$ cat src/rtl/cordic_pkg.sv
// -----------------------------------------------------------------------------
// cordic_pkg
// Shared definitions for the iterative CORDIC engine:
//   - state_t          : engine FSM states
//   - ATAN_TAB         : atan(2^-s),  s = 0..15, unsigned Q3.29
//   - ATANH_TAB        : atanh(2^-s), s = 1..15, unsigned Q3.29 (entry 0 unused)
//   - HYP_REPEAT_S_A/B : hyperbolic shift values executed twice when the
//                        CORDIC_HYP_REPEAT_EN build option is enabled
//   - first_shift()    : initial shift value for a coordinate system
// The engine keeps only the top WIDTH bits of each table entry, which gives
// an angle in Q3.(WIDTH-3) truncated toward zero.
// -----------------------------------------------------------------------------
package cordic_pkg;

    typedef enum logic [1:0] {
        ST_IDLE = 2'd0,
        ST_RUN  = 2'd1,
        ST_DONE = 2'd2
    } state_t;

    localparam int SHIFT_W = 4;
    localparam int TAB_W   = 32;

    localparam logic [SHIFT_W-1:0] HYP_REPEAT_S_A = 4'd4;
    localparam logic [SHIFT_W-1:0] HYP_REPEAT_S_B = 4'd13;

    localparam logic [TAB_W-1:0] ATAN_TAB [16] = '{
        32'd421657428, 32'd248918914, 32'd131521918, 32'd66762579,
        32'd33510843,  32'd16771757,  32'd8387925,   32'd4194218,
        32'd2097141,   32'd1048574,   32'd524287,    32'd262143,
        32'd131071,    32'd65535,     32'd32767,     32'd16383
    };

    // atanh(1) is unbounded; the hyperbolic sequence never uses index 0.
    localparam logic [TAB_W-1:0] ATANH_TAB [16] = '{
        32'd0,         32'd294906490, 32'd137123709, 32'd67461702,
        32'd33598225,  32'd16782680,  32'd8389290,   32'd4194389,
        32'd2097162,   32'd1048577,   32'd524288,    32'd262144,
        32'd131072,    32'd65536,     32'd32768,     32'd16384
    };

    // Circular starts at s=0, hyperbolic at s=1.
    function automatic logic [SHIFT_W-1:0] first_shift(input logic hyp);
        return SHIFT_W'(hyp);
    endfunction

endpackage

$ cat src/rtl/cordic_step.sv
// -----------------------------------------------------------------------------
// cordic_step
// One combinational CORDIC micro-rotation with a built-in angle lookup.
//   x, y, z      in  WIDTH  current vector and residual angle (signed)
//   s            in  4      shift amount for this step
//   m            in  1      0 = circular, 1 = hyperbolic
//   vec          in  1      0 = rotation (steer z to 0), 1 = vectoring (y to 0)
//   x_next ...   out WIDTH  updated vector and angle
// All sums are WIDTH bits and wrap on overflow.
// -----------------------------------------------------------------------------
module cordic_step
    import cordic_pkg::*;
#(
    parameter int WIDTH = 16
) (
    input  logic signed [WIDTH-1:0]   x,
    input  logic signed [WIDTH-1:0]   y,
    input  logic signed [WIDTH-1:0]   z,
    input  logic        [SHIFT_W-1:0] s,
    input  logic                      m,
    input  logic                      vec,
    output logic signed [WIDTH-1:0]   x_next,
    output logic signed [WIDTH-1:0]   y_next,
    output logic signed [WIDTH-1:0]   z_next
);

    logic signed [WIDTH-1:0] x_sh;
    logic signed [WIDTH-1:0] y_sh;
    logic signed [WIDTH-1:0] angle;
    logic                    d_pos;
    logic                    x_sub;

    // NOTE: every output is assigned on every path through this block, so no
    // latch can be inferred; keep it that way when adding cases.
    always_comb begin
        angle  = WIDTH'((m ? ATANH_TAB[s] : ATAN_TAB[s]) >> (TAB_W - WIDTH));
        x_sh   = x >>> s;
        y_sh   = y >>> s;
        // d = +1 when z is non-negative (rotation) or y is negative (vectoring).
        d_pos  = vec ? y[WIDTH-1] : ~z[WIDTH-1];
        // Circular subtracts d*y>>>s from x, hyperbolic adds it.
        x_sub  = d_pos ^ m;
        x_next = x_sub ? (x - y_sh) : (x + y_sh);
        y_next = d_pos ? (y + x_sh) : (y - x_sh);
        z_next = d_pos ? (z - angle) : (z + angle);
    end

endmodule

$ cat src/rtl/cordic_iter_engine.sv
// -----------------------------------------------------------------------------
// cordic_iter_engine
// Iterative CORDIC: one micro-rotation per clock, circular or hyperbolic,
// rotation or vectoring. Outputs carry the CORDIC gain (no compensation).
//   clk, rst            rising-edge clock, synchronous active-high reset
//   start               request, taken only while ready=1
//   mode                0 = circular, 1 = hyperbolic
//   vec                 0 = rotation, 1 = vectoring
//   x_in, y_in, z_in    WIDTH signed operands, z in Q3.(WIDTH-3) radians
//   ready               high in IDLE
//   done                one-cycle pulse with fresh x_out/y_out/z_out
//   x_out, y_out, z_out registered results, held until replaced
// Build option: define CORDIC_HYP_REPEAT_EN to run hyperbolic shifts 4 and 13
// twice each (needed for hyperbolic convergence). Circular is unaffected.
// -----------------------------------------------------------------------------
module cordic_iter_engine
    import cordic_pkg::*;
#(
    parameter int WIDTH = 16,
    parameter int ITER  = 16
) (
    input  logic                    clk,
    input  logic                    rst,
    input  logic                    start,
    input  logic                    mode,
    input  logic                    vec,
    input  logic signed [WIDTH-1:0] x_in,
    input  logic signed [WIDTH-1:0] y_in,
    input  logic signed [WIDTH-1:0] z_in,
    output logic                    ready,
    output logic                    done,
    output logic signed [WIDTH-1:0] x_out,
    output logic signed [WIDTH-1:0] y_out,
    output logic signed [WIDTH-1:0] z_out
);

`ifdef CORDIC_HYP_REPEAT_EN
    localparam bit HYP_REPEAT = 1'b1;
`else
    localparam bit HYP_REPEAT = 1'b0;
`endif

    localparam logic [SHIFT_W-1:0] LAST_SHIFT = SHIFT_W'(ITER - 1);

    state_t                  state;
    logic signed [WIDTH-1:0] x_r, y_r, z_r;
    logic signed [WIDTH-1:0] x_n, y_n, z_n;
    logic                    mode_r;
    logic                    vec_r;
    logic [SHIFT_W-1:0]      shift;
    logic                    rep_done;
    logic                    repeat_now;
    logic                    last_step;

    // A repeated shift holds s for one extra step; rep_done marks that the
    // first pass of the pair has already executed.
    assign repeat_now = HYP_REPEAT && mode_r && !rep_done &&
                        (shift == HYP_REPEAT_S_A || shift == HYP_REPEAT_S_B);
    assign last_step  = !repeat_now && (shift == LAST_SHIFT);

    cordic_step #(.WIDTH(WIDTH)) u_step (
        .x      (x_r),
        .y      (y_r),
        .z      (z_r),
        .s      (shift),
        .m      (mode_r),
        .vec    (vec_r),
        .x_next (x_n),
        .y_next (y_n),
        .z_next (z_n)
    );

    // NOTE: sequential state uses non-blocking assignments only, so every
    // right-hand side reads the value from before this clock edge.
    always_ff @(posedge clk) begin
        if (rst) begin
            // NOTE: the working registers x_r/y_r/z_r are not reset; they are
            // always loaded on an accepted start before anything reads them.
            state    <= ST_IDLE;
            ready    <= 1'b1;
            done     <= 1'b0;
            x_out    <= '0;
            y_out    <= '0;
            z_out    <= '0;
            shift    <= '0;
            rep_done <= 1'b0;
            mode_r   <= 1'b0;
            vec_r    <= 1'b0;
        end else begin
            done <= 1'b0;
            case (state)
                ST_IDLE: begin
                    if (start) begin
                        x_r      <= x_in;
                        y_r      <= y_in;
                        z_r      <= z_in;
                        mode_r   <= mode;
                        vec_r    <= vec;
                        shift    <= first_shift(mode);
                        rep_done <= 1'b0;
                        ready    <= 1'b0;
                        state    <= ST_RUN;
                    end
                end
                ST_RUN: begin
                    x_r <= x_n;
                    y_r <= y_n;
                    z_r <= z_n;
                    if (repeat_now) begin
                        rep_done <= 1'b1;
                    end else begin
                        rep_done <= 1'b0;
                        shift    <= shift + 1'b1;
                    end
                    if (last_step) begin
                        x_out <= x_n;
                        y_out <= y_n;
                        z_out <= z_n;
                        done  <= 1'b1;
                        state <= ST_DONE;
                    end
                end
                ST_DONE: begin
                    ready <= 1'b1;
                    state <= ST_IDLE;
                end
                default: begin
                    ready <= 1'b1;
                    state <= ST_IDLE;
                end
            endcase
        end
    end

endmodule

$ cat config.mk
export PLATFORM = sky130hd
export DESIGN_NAME = cordic_iter_engine
export DESIGN_NICKNAME = d
export VERILOG_FILES = /design/src/rtl/cordic_pkg.sv /design/src/rtl/cordic_step.sv /design/src/rtl/cordic_iter_engine.sv
export SDC_FILE = /design/constraint.sdc
export NUM_CORES = 1
export LEC_CHECK = 0
export CORE_MARGIN = 2
export CORE_UTILIZATION = 35
export DETAILED_ROUTE_END_ITERATION = 10
export GPL_TIMING_DRIVEN = 0
export PLACE_DENSITY = 0.55
export SLEW_MARGIN = 20
export SYNTH_ARGS = -nofsm -noshare
export SYNTH_HDL_FRONTEND = slang
export SYNTH_HIERARCHICAL = 1
export SYNTH_SLANG_ARGS = --single-unit
$ cat constraint.sdc
create_clock -name clk -period 7.8 [get_ports clk]
set_input_delay 1.56 -clock clk [delete_from_list [all_inputs] [get_ports clk]]
set_output_delay 1.56 -clock clk [all_outputs]
set_load 0.05 [all_outputs]
==> impl_metrics.json, run 1 <==
{
  "cts_sinks": 106,
  "outcome": "finished clean",
  "syn-num-nets": 1107,
  "clk_latency_ps": 370,
  "rsz0062_at_grt": "false",
  "p_sw_share_pct": 42.4,
  "cts_tree": "yes",
  "critPathCaptureType": "flop",
  "hold_buffers": 0,
  "synth-warning-count": 6,
  "finalPower_mw": 2.57,
  "cp_max_fo": 10,
  "synth_compound_area_share_pct": 19.3,
  "grt.overflow.total": 0,
  "fin_nets": 1226,
  "internal_power_mw": 1.48,
  "seqPwrFrac_pct": 26.9,
  "leakage_nw": 4.20,
  "worstSetupStartpointType": "flop",
  "yosysUniqueCellTypes": 74,
  "finalMaxSlewViolations": 0,
  "layout-drive-gt1-share_pct": 9.38,
  "grt_usage_pct": 21.3,
  "fin_ws_ps": 1910,
  "synth_xor_area_share_pct": 7.89,
  "worstMarginPinSlew_ps": 869,
  "grt_pass1_wl_um": 43300,
  "p_per_area_nw_per_um2": 244,
  "synth_fa_ha_area_share_pct": 8.53,
  "p_clk_share_pct": 18.8,
  "cts_root_buffer": "clkbuf_16",
  "cts_max_level": 3,
  "worstPathArrival_ps": 6020,
  "synth.area.mux_share_pct": 12.0,
  "crit_type": "reg -> reg",
  "seq_area_frac_synth_pct": 29.7,
  "synth-async-reset-ratio_pct": 0,
  "finalSetupViolCount": 0,
  "detail_route.wl_per_cell_um": 19.1,
  "power.switching_mw": 1.09,
  "core_area_um2": 24500,
  "syn_avg_cell_area_um2": 8.81,
  "period_minus_slack_ps": 5890,
  "io_pins": 103,
  "nFillCells": 2446,
  "post-route-drc-count": 0,
  "ys_ff_latch": 106,
  "synthCells": 996,
  "drtAntennaViolNets": 0,
  "ir_drop_mv": 0.101,
  "die_area_um2": 26300,
  "grt_max_degree": 18,
  "fmax_ghz": 0.170,
  "wl_um": 27500,
  "synth-edff-count": 48,
  "final_cell_mix": "207 x nand2_1, 102 x clkdlybuf4s50_1, 60 x nor2_1, 58 x dfxtp_1, 57 x a21oi_1",
  "numCtsBuffers": 9,
  "hold_viol": 0,
  "synthFlopType": "dfxtp_1",
  "synth_top_family_by_area": "compound AO/OA/AOI/OAI gates",
  "antenna_found_initial": 0,
  "grt_pass1_vias": 7710,
  "cap_violations": 0,
  "dp_hpwl_um": 21300,
  "start_util_pct": 35.9,
  "syn_area_um2": 8770,
  "drt_iter0_drc": 590,
  "rows": 57,
  "pre_cts_slack_ps": 1950,
  "crit_required_ps": 7930,
  "cts_buffer_depth": 2,
  "place.gp.congestion": 0.988,
  "synth-simple-area-share_pct": 18.1,
  "antenna_cells": 0,
  "clk_pin_slew_worst_paths_ps": 80,
  "first_pass_iters": 5,
  "clock_skew_ps": 9.61,
  "pwr-share-comb_pct": 54.4,
  "min_period_over_period_pct": 75.5,
  "die_x_um": 162,
  "area_growth_pct": 20.2,
  "min_path_type": "reg -> reg",
  "num_vias": 7829,
  "io_buffers": 102,
  "cts_resized": 0,
  "avgViaCountPerCell": 5.42,
  "final_common_cell": "nand2_1",
  "slew_headroom_pct": 40.4,
  "post_cts_buffers": 0,
  "die_y_um": 162
}
## power by group through the flow
stage	clock network (mW)	logic, mW	registers [mW]
2_1_floorplan	0	1.08	0.681
3_3_place_gp	0	1.38	0.706
3_5_place_dp	0	1.39	0.703
4_1_cts	0.501	1.40	0.691
5_1_grt	0.515	1.57	0.697
6_report	0.483	1.40	0.692
## layout make-up
cell class | instances | area (um^2) | area share (%)
multi-input cells | 804 | 5780 | 54.8
repair buffers | 108 | 1070 | 10.1
inverters | 31 | 116 | 1.10
clock buffers | 11 | 233 | 2.21
plain buffers | 55 | 277 | 2.62
flip-flops and latches | 106 | 2600 | 24.7
clock inverters | 5 | 61.3 | 0.582
well taps | 324 | 405 | 3.85
## logic make-up after synthesis
group,count (synthesis)
DFF,106
AOI/OAI and AO/OA,242
adders and majority gates,58
and+or+nand+nor,356
buffers and inverters,86
muxes,69
xor gates and xnor gates,79
## synth_stat cells (all sizes together), types with 4 or more instances
cell | instances | share of area (%)
ha | 55 | 7.8
o211ai | 5 | 0.43
buf | 28 | 2.0
nand2b | 14 | 1.0
o21ai | 42 | 2.4
or2 | 8 | 0.60
nand3 | 17 | 1.0
nor2 | 60 | 2.6
a211oi | 8 | 0.68
a22o | 49 | 4.9
o21bai | 6 | 0.51
nor4b | 4 | 0.64
o221ai | 4 | 0.40
and3 | 5 | 0.36
nor3 | 14 | 0.86
dfxtp | 58 | 13
o31ai | 10 | 1.0
a21oi | 57 | 3.3
nor2b | 10 | 0.71
o21a | 8 | 0.68
o22ai | 4 | 0.29
clkbuf | 27 | 1.2
edfxtp | 48 | 16
a21o | 8 | 0.68
xnor2 | 52 | 5.2
and2 | 4 | 0.29
mux2 | 13 | 1.8
mux2i | 29 | 3.3
nand2 | 207 | 8.9
inv | 30 | 1.3
mux4 | 27 | 6.9
a31oi | 8 | 0.57
xor2 | 27 | 2.7
## flip-flops by register name, summed over array words and instances, names as in the netlist
signal and cells:
z_r 16, vec_r 1, z_out 16, done 1, x_out 16, mode_r 1, state 2, y_out 16
ready 1, shift 4, y_r 16, x_r 16
## path summary, 6_finish.rpt
path | start | endpoint | slack, ps | depth (start not counted)
worst max-delay path | shift[0] | x_r[15] | 1910 | 21
worst min-delay path | y_out[1] | y_out[1] | 480 | 1
worst max register to register | shift[0] | x_r[15] | 1910 | 21
worst min register to register | y_out[1] | y_out[1] | 480 | 1
## layer usage
metal | up-vias | GRT usage [%] | part of all wire (%)
li1 | 3854 | - | -
met1 | 3702 | 30.1 | 48
met2 | 243 | 33.2 | 44
met3 | 30 | 3.86 | 6.1
met4 | 0 | 6.40 | 1.9
met5 | - | 0 | 0
## critical path, stage by stage (launching register included)
cell and delay (ps):
dfxtp_1 580, buf_6 200, buf_6 180, buf_4 250, buf_2 370, mux4_2 560
a22oi_1 220, o21ai_0 200, inv_1 190, ha_1 190, nor3b_1 310, a21o_1 270
xnor2_1 160, ha_1 300, a21oi_1 310, nand2_1 90, o221a_2 250, a41o_1 250
o41ai_1 340, xnor2_1 270, nand2_1 110, nand2_1 50
## per-stage QoR
step	hold WS [ps]	instances	setup TNS (ps)	util, %	area [um^2]
2_1_floorplan	458	996	0	-	8770
3_3_place_gp	459	1422	-39710	41.7	10200
3_5_place_dp	457	1428	0	41.9	10200
4_1_cts	479	1444	0	43.1	10500
5_1_grt	495	1444	0	43.1	10500
6_report	477	1444	0	43.1	10500
No activity file was read; power rests on OpenSTA's default activity.
==> inputs of run 2 (changes only) <==
- clock period: 7.8 -> 5.9 ns (I/O delays scaled with it)
==> run 2 against run 1 <==
Net effect:
- global-route usage is the same
- sequential cell count is the same
- cell count is the same
- clock skew is essentially flat
- count of clock-buffer cells in the layout is the same
- critical endpoint unchanged
==> impl_metrics.json, run 2 (synthesis gave the netlist of run 1 again) <==
{
  "clock_skew_ps": 9.19,
  "cts_buffer_depth": 2,
  "worst_path_max_delay_cell": "clkbuf_1",
  "ir_drop_mv": 0.133,
  "worstPathCellList": "buf_6, clkbuf_1, clkbuf_1, mux4_2, nand2_1, o221ai_1, nor2_1, nand3_1, o21ai_0, xor2_1, ha_1, inv_1, nor2_1, o21ai_0, a21oi_1, o221a_2, a41o_1, o41ai_1, xnor2_1, nand2_1, nand2_1",
  "io_buffers": 102,
  "finalSetupTns_ps": 0,
  "final_cell_mix": "207 x nand2_1, 102 x clkdlybuf4s50_1, 60 x nor2_1, 57 x dfxtp_1, 56 x a21oi_1",
  "cts_root_buffer": "clkbuf_16",
  "grt.overflow.total": 0,
  "detail_route.wl_per_cell_um": 19.1,
  "hold-path-cell-count": 1,
  "first_pass_iters": 5,
  "nFillCells": 2451,
  "fin_nets": 1226,
  "die_area_um2": 26300,
  "max_stage_delay_ps": 580,
  "cts_sinks": 106,
  "clk_latency_ps": 370,
  "wl_um": 27600,
  "worstMarginPinSlew_ps": 925,
  "core_area_um2": 24500,
  "worstPathArrival_ps": 5730,
  "finalCoreUtilization_pct": 43.2,
  "fin_ws_ps": 298,
  "cp_max_fo": 10,
  "grt_max_degree": 18,
  "fin_cells": 1444,
  "finalMaxSlewViolations": 0,
  "die_x_um": 162,
  "area_growth_pct": 20.5,
  "pre_cts_slack_ps": 48.6,
  "period_minus_slack_ps": 5600,
  "ff2ff_path_depth": 21,
  "fmax_ghz": 0.178,
  "finalSetupViolCount": 0,
  "finalPower_mw": 3.41,
  "antenna_found_initial": 0,
  "cts_tree": "yes",
  "layout-drive-gt1-share_pct": 10.0,
  "outcome": "finished clean",
  "cts_max_level": 3,
  "numCtsBuffers": 9,
  "grt_pass1_vias": 7710,
  "avgViaCountPerCell": 5.41,
  "dp_hpwl_um": 21300,
  "place.gp.congestion": 0.988,
  "min_path_type": "reg -> reg",
  "crit_type": "reg -> reg",
  "post_cts_buffers": 0,
  "grt_usage_pct": 21.3,
  "slew_headroom_pct": 38.1,
  "rows": 57,
  "rsz0062_at_grt": "false",
  "io_pins": 103,
  "antenna_cells": 0,
  "hold_viol": 0,
  "post-route-drc-count": 0,
  "critPathCaptureType": "flop",
  "leakage_nw": 4.21,
  "drtAntennaViolNets": 0,
  "p_per_area_nw_per_um2": 323,
  "dp_cells": 1428,
  "min_period_over_period_pct": 95.0,
  "final_common_cell": "nand2_1",
  "start_util_pct": 35.9,
  "die_y_um": 162,
  "drt_iter0_drc": 616,
  "crit_required_ps": 6030,
  "grt_pass1_wl_um": 43300,
  "num_vias": 7815,
  "cap_violations": 0,
  "worstSetupStartpointType": "flop",
  "clk_pin_slew_worst_paths_ps": 80,
  "critPathMostFrequentCell": "nand2_1"
}
-- run 2: layout make-up --
| class | count | area, um^2 | share of cell area (%) |
|---|---|---|---|
| Buffer | 55 | 282 | 2.66 |
| Multi-Input combinational cell | 804 | 5800 | 54.9 |
| Sequential cell | 106 | 2600 | 24.6 |
| Clock buffer | 11 | 233 | 2.20 |
| Clock inverter | 5 | 61.3 | 0.580 |
| Tap cell | 324 | 405 | 3.84 |
| Inverter | 31 | 116 | 1.10 |
| Timing Repair Buffer | 108 | 1070 | 10.1 |
-- run 2: layer usage --
layer / part of all wire, % / global-route usage [%]
met1: 48 / 30.1
met2: 44 / 33.2
met3: 5.9 / 3.86
met4: 2.1 / 6.40
met5: 0 / 0
-- run 2: final timing paths --
| kind | start | endpoint | slack [ps] |
|---|---|---|---|
| setup / recovery | shift[1] | x_r[15] | 300 |
| hold / removal | y_out[1] | y_out[1] | 480 |
| setup reg to reg | shift[1] | x_r[15] | 300 |
| hold reg to reg | y_out[1] | y_out[1] | 480 |
-- run 2: report_power, final --
part	leakage (nW)	internal, mW	total [mW]	switching (mW)
registers	0.929	0.846	0.915	0.0693
clock network	0.141	0.333	0.637	0.304
logic	3.14	0.788	1.86	1.07
-- run 2: through the flow --
stage / instance area [um^2] / hold slack [ps]
2_1_floorplan: 8770 / 458
3_3_place_gp: 10200 / 459
3_5_place_dp: 10200 / 457
4_1_cts: 10500 / 479
5_1_grt: 10600 / 495
6_report: 10600 / 476
-- run 2: what timing repair did --
item                                   4_1_cts  5_1_grt
hold buffers                                 0        0
setup endpoints to repair                    0       15
endpoints found under the hold margin        0        0
gates resized for setup                      0       10
-- run 2: critical path, delay by kind of cell (launching register included) --
kind / cells / cell delay [ps]
AO/OA/AOI/OAI: 7 / 1630
XOR/XNOR: 2 / 450
adder cells (fa/ha/maj): 1 / 290
buffers and inverters: 4 / 1400
flip-flops: 1 / 490
multiplexers: 1 / 400
AND/OR/NAND/NOR: 6 / 670
==> inputs of run 3 (changes only) <==
- CTS_BUF_LIST: not set -> sky130_fd_sc_hd__clkbuf_4 sky130_fd_sc_hd__clkbuf_8 sky130_fd_sc_hd__clkbuf_16
- GPL_TIMING_DRIVEN: 0 -> not set
- PLACE_DENSITY: 0.55 -> not set
==> run 3 against run 2 <==
Net effect:
- clock power down 6.9%
- via count is 1.5% lower
- sequential power increased by 1%
- global-route usage fell by 2.8 points
- hold slack lost 1.8 ps
- sequential share of layout area rose by 0.43 points
- clock skew about the same
- setup slack improved by 570 ps
- combinational power down 4%
- count of clock-buffer cells in the layout shrank 1
- cell count is 2.8% lower
- routed wire length decreased by 12%
- critical path type unchanged
- largest cell class unchanged
==> impl_metrics.json, run 3 (synthesis gave the netlist of run 1 again) <==
{
  "area_growth_pct": 18.5,
  "min_path_type": "reg -> reg",
  "fin_nets": 1186,
  "place.gp.congestion": 0.875,
  "design_area_um2": 10400,
  "crit_required_ps": 6020,
  "cp_max_fo": 27,
  "grt_usage_pct": 18.5,
  "num_vias": 7696,
  "cts_tree": "yes",
  "drt_iter0_drc": 640,
  "slew_headroom_pct": 40.1,
  "hold_viol": 0,
  "dp_hpwl_um": 18000,
  "clock_skew_ps": 8.91,
  "final_cell_mix": "207 x nand2_1, 102 x clkdlybuf4s50_1, 60 x nor2_1, 56 x a21oi_1, 56 x dfxtp_1",
  "finalMaxSlewViolations": 0,
  "hold_buffers": 0,
  "core_area_um2": 24500,
  "cts_resized": 0,
  "avgViaCountPerCell": 5.48,
  "cts_root_buffer": "clkbuf_16",
  "min_period_over_period_pct": 85.2,
  "finalSetupTns_ps": 0,
  "start_util_pct": 35.9,
  "post_cts_buffers": 0,
  "io_buffers": 102,
  "finalSetupViolCount": 0,
  "ir_drop_mv": 0.126,
  "drtAntennaViolNets": 0,
  "cap_violations": 0,
  "cts_buffer_depth": 2,
  "critPathCaptureType": "flop",
  "antenna_cells": 0,
  "grt_pass1_wl_um": 38800,
  "rsz0062_at_grt": "false",
  "fmax_ghz": 0.199,
  "clk_latency_ps": 360,
  "die_area_um2": 26300,
  "post-route-drc-count": 0,
  "grt.overflow.total": 0,
  "io_pins": 103,
  "cts_sinks": 106,
  "period_minus_slack_ps": 5030,
  "outcome": "finished clean",
  "cts_max_level": 3,
  "clk_pin_slew_worst_paths_ps": 80,
  "die_x_um": 162,
  "layout-drive-gt1-share_pct": 9.44,
  "grt_max_degree": 51,
  "worstPathArrival_ps": 5140,
  "final_common_cell": "nand2_1",
  "crit_type": "reg -> reg",
  "p_per_area_nw_per_um2": 319,
  "dpl-instance-area_um2": 10100,
  "antenna_found_initial": 0,
  "worstMarginPinSlew_ps": 896,
  "die_y_um": 162,
  "first_pass_iters": 6,
  "leakage_nw": 4.12,
  "numCtsBuffers": 9,
  "rows": 57,
  "wl_um": 24400,
  "worstSetupStartpointType": "flop",
  "grt_pass1_vias": 7230,
  "detail_route.wl_per_cell_um": 17.4
}
==> run 3: cell type report <==
type,instances,area (um^2)
clock buffers,10,233
clock inverters,6,50.0
fillers,2438,14100
inverters,31,116
multi-input cells,804,5800
flip-flops and latches,106,2610
well taps,324,405
repair buffers,123,1180
==> run 3: per-stage QoR <==
| step | total power, mW | util (%) | hold slack [ps] | instances | setup slack [ps] |
|---|---|---|---|---|---|
| after CTS | 3.34 | 42.5 | 479 | 1404 | 861 |
| after floorplan | 2.32 | - | 458 | 996 | 618 |
| after global placement | 2.71 | 41.3 | 450 | 1388 | 1030 |
| final | 3.31 | 42.5 | 475 | 1404 | 871 |
| after global routing | 3.59 | 42.5 | 496 | 1404 | 399 |
| after detailed placement | 2.72 | 41.3 | 453 | 1388 | 884 |
==> run 3: per-layer routing <==
layer  global-route usage (%)  vias up  part of all wire [%]
met1                     26.9     3648                    48
met3                     3.01       21                   6.3
met5                        0        -                     0
met4                     4.55        0                   1.1
li1                         -     3778                     -
met2                     28.7      249                    44
==> run 3: critical path, cell delays in order, from the launching register on <==
cell     delay, ps
dfxtp_2        800
mux4_2         610
a22o_1         260
a21oi_1        330
ha_1           230
nor3b_1        320
a21o_1         260
xnor2_1        160
ha_1           310
a21oi_1        310
nand2_1         90
o221a_2        250
a41o_1         250
o41ai_1        320
xnor2_1        150
nand2_1         70
nand2_1         50
==> run 3: path summary, 6_finish.rpt <==
check             startpoint  endpoint  slack (ps)  cells after the start
setup / recovery    shift[0]   x_r[15]         870                     16
hold / removal      x_out[2]  x_out[2]         470                      1
setup reg to reg    shift[0]   x_r[15]         870                     16
hold reg to reg     x_out[2]  x_out[2]         470                      1
==> run 3: power breakdown <==
part           switching, mW  total [mW]  internal [mW]  leakage, nW
registers             0.0814       0.927          0.846        0.929
logic                   1.01        1.79          0.780         3.05
clock network          0.295       0.593          0.298        0.143
total                   1.39        3.31           1.92         4.12
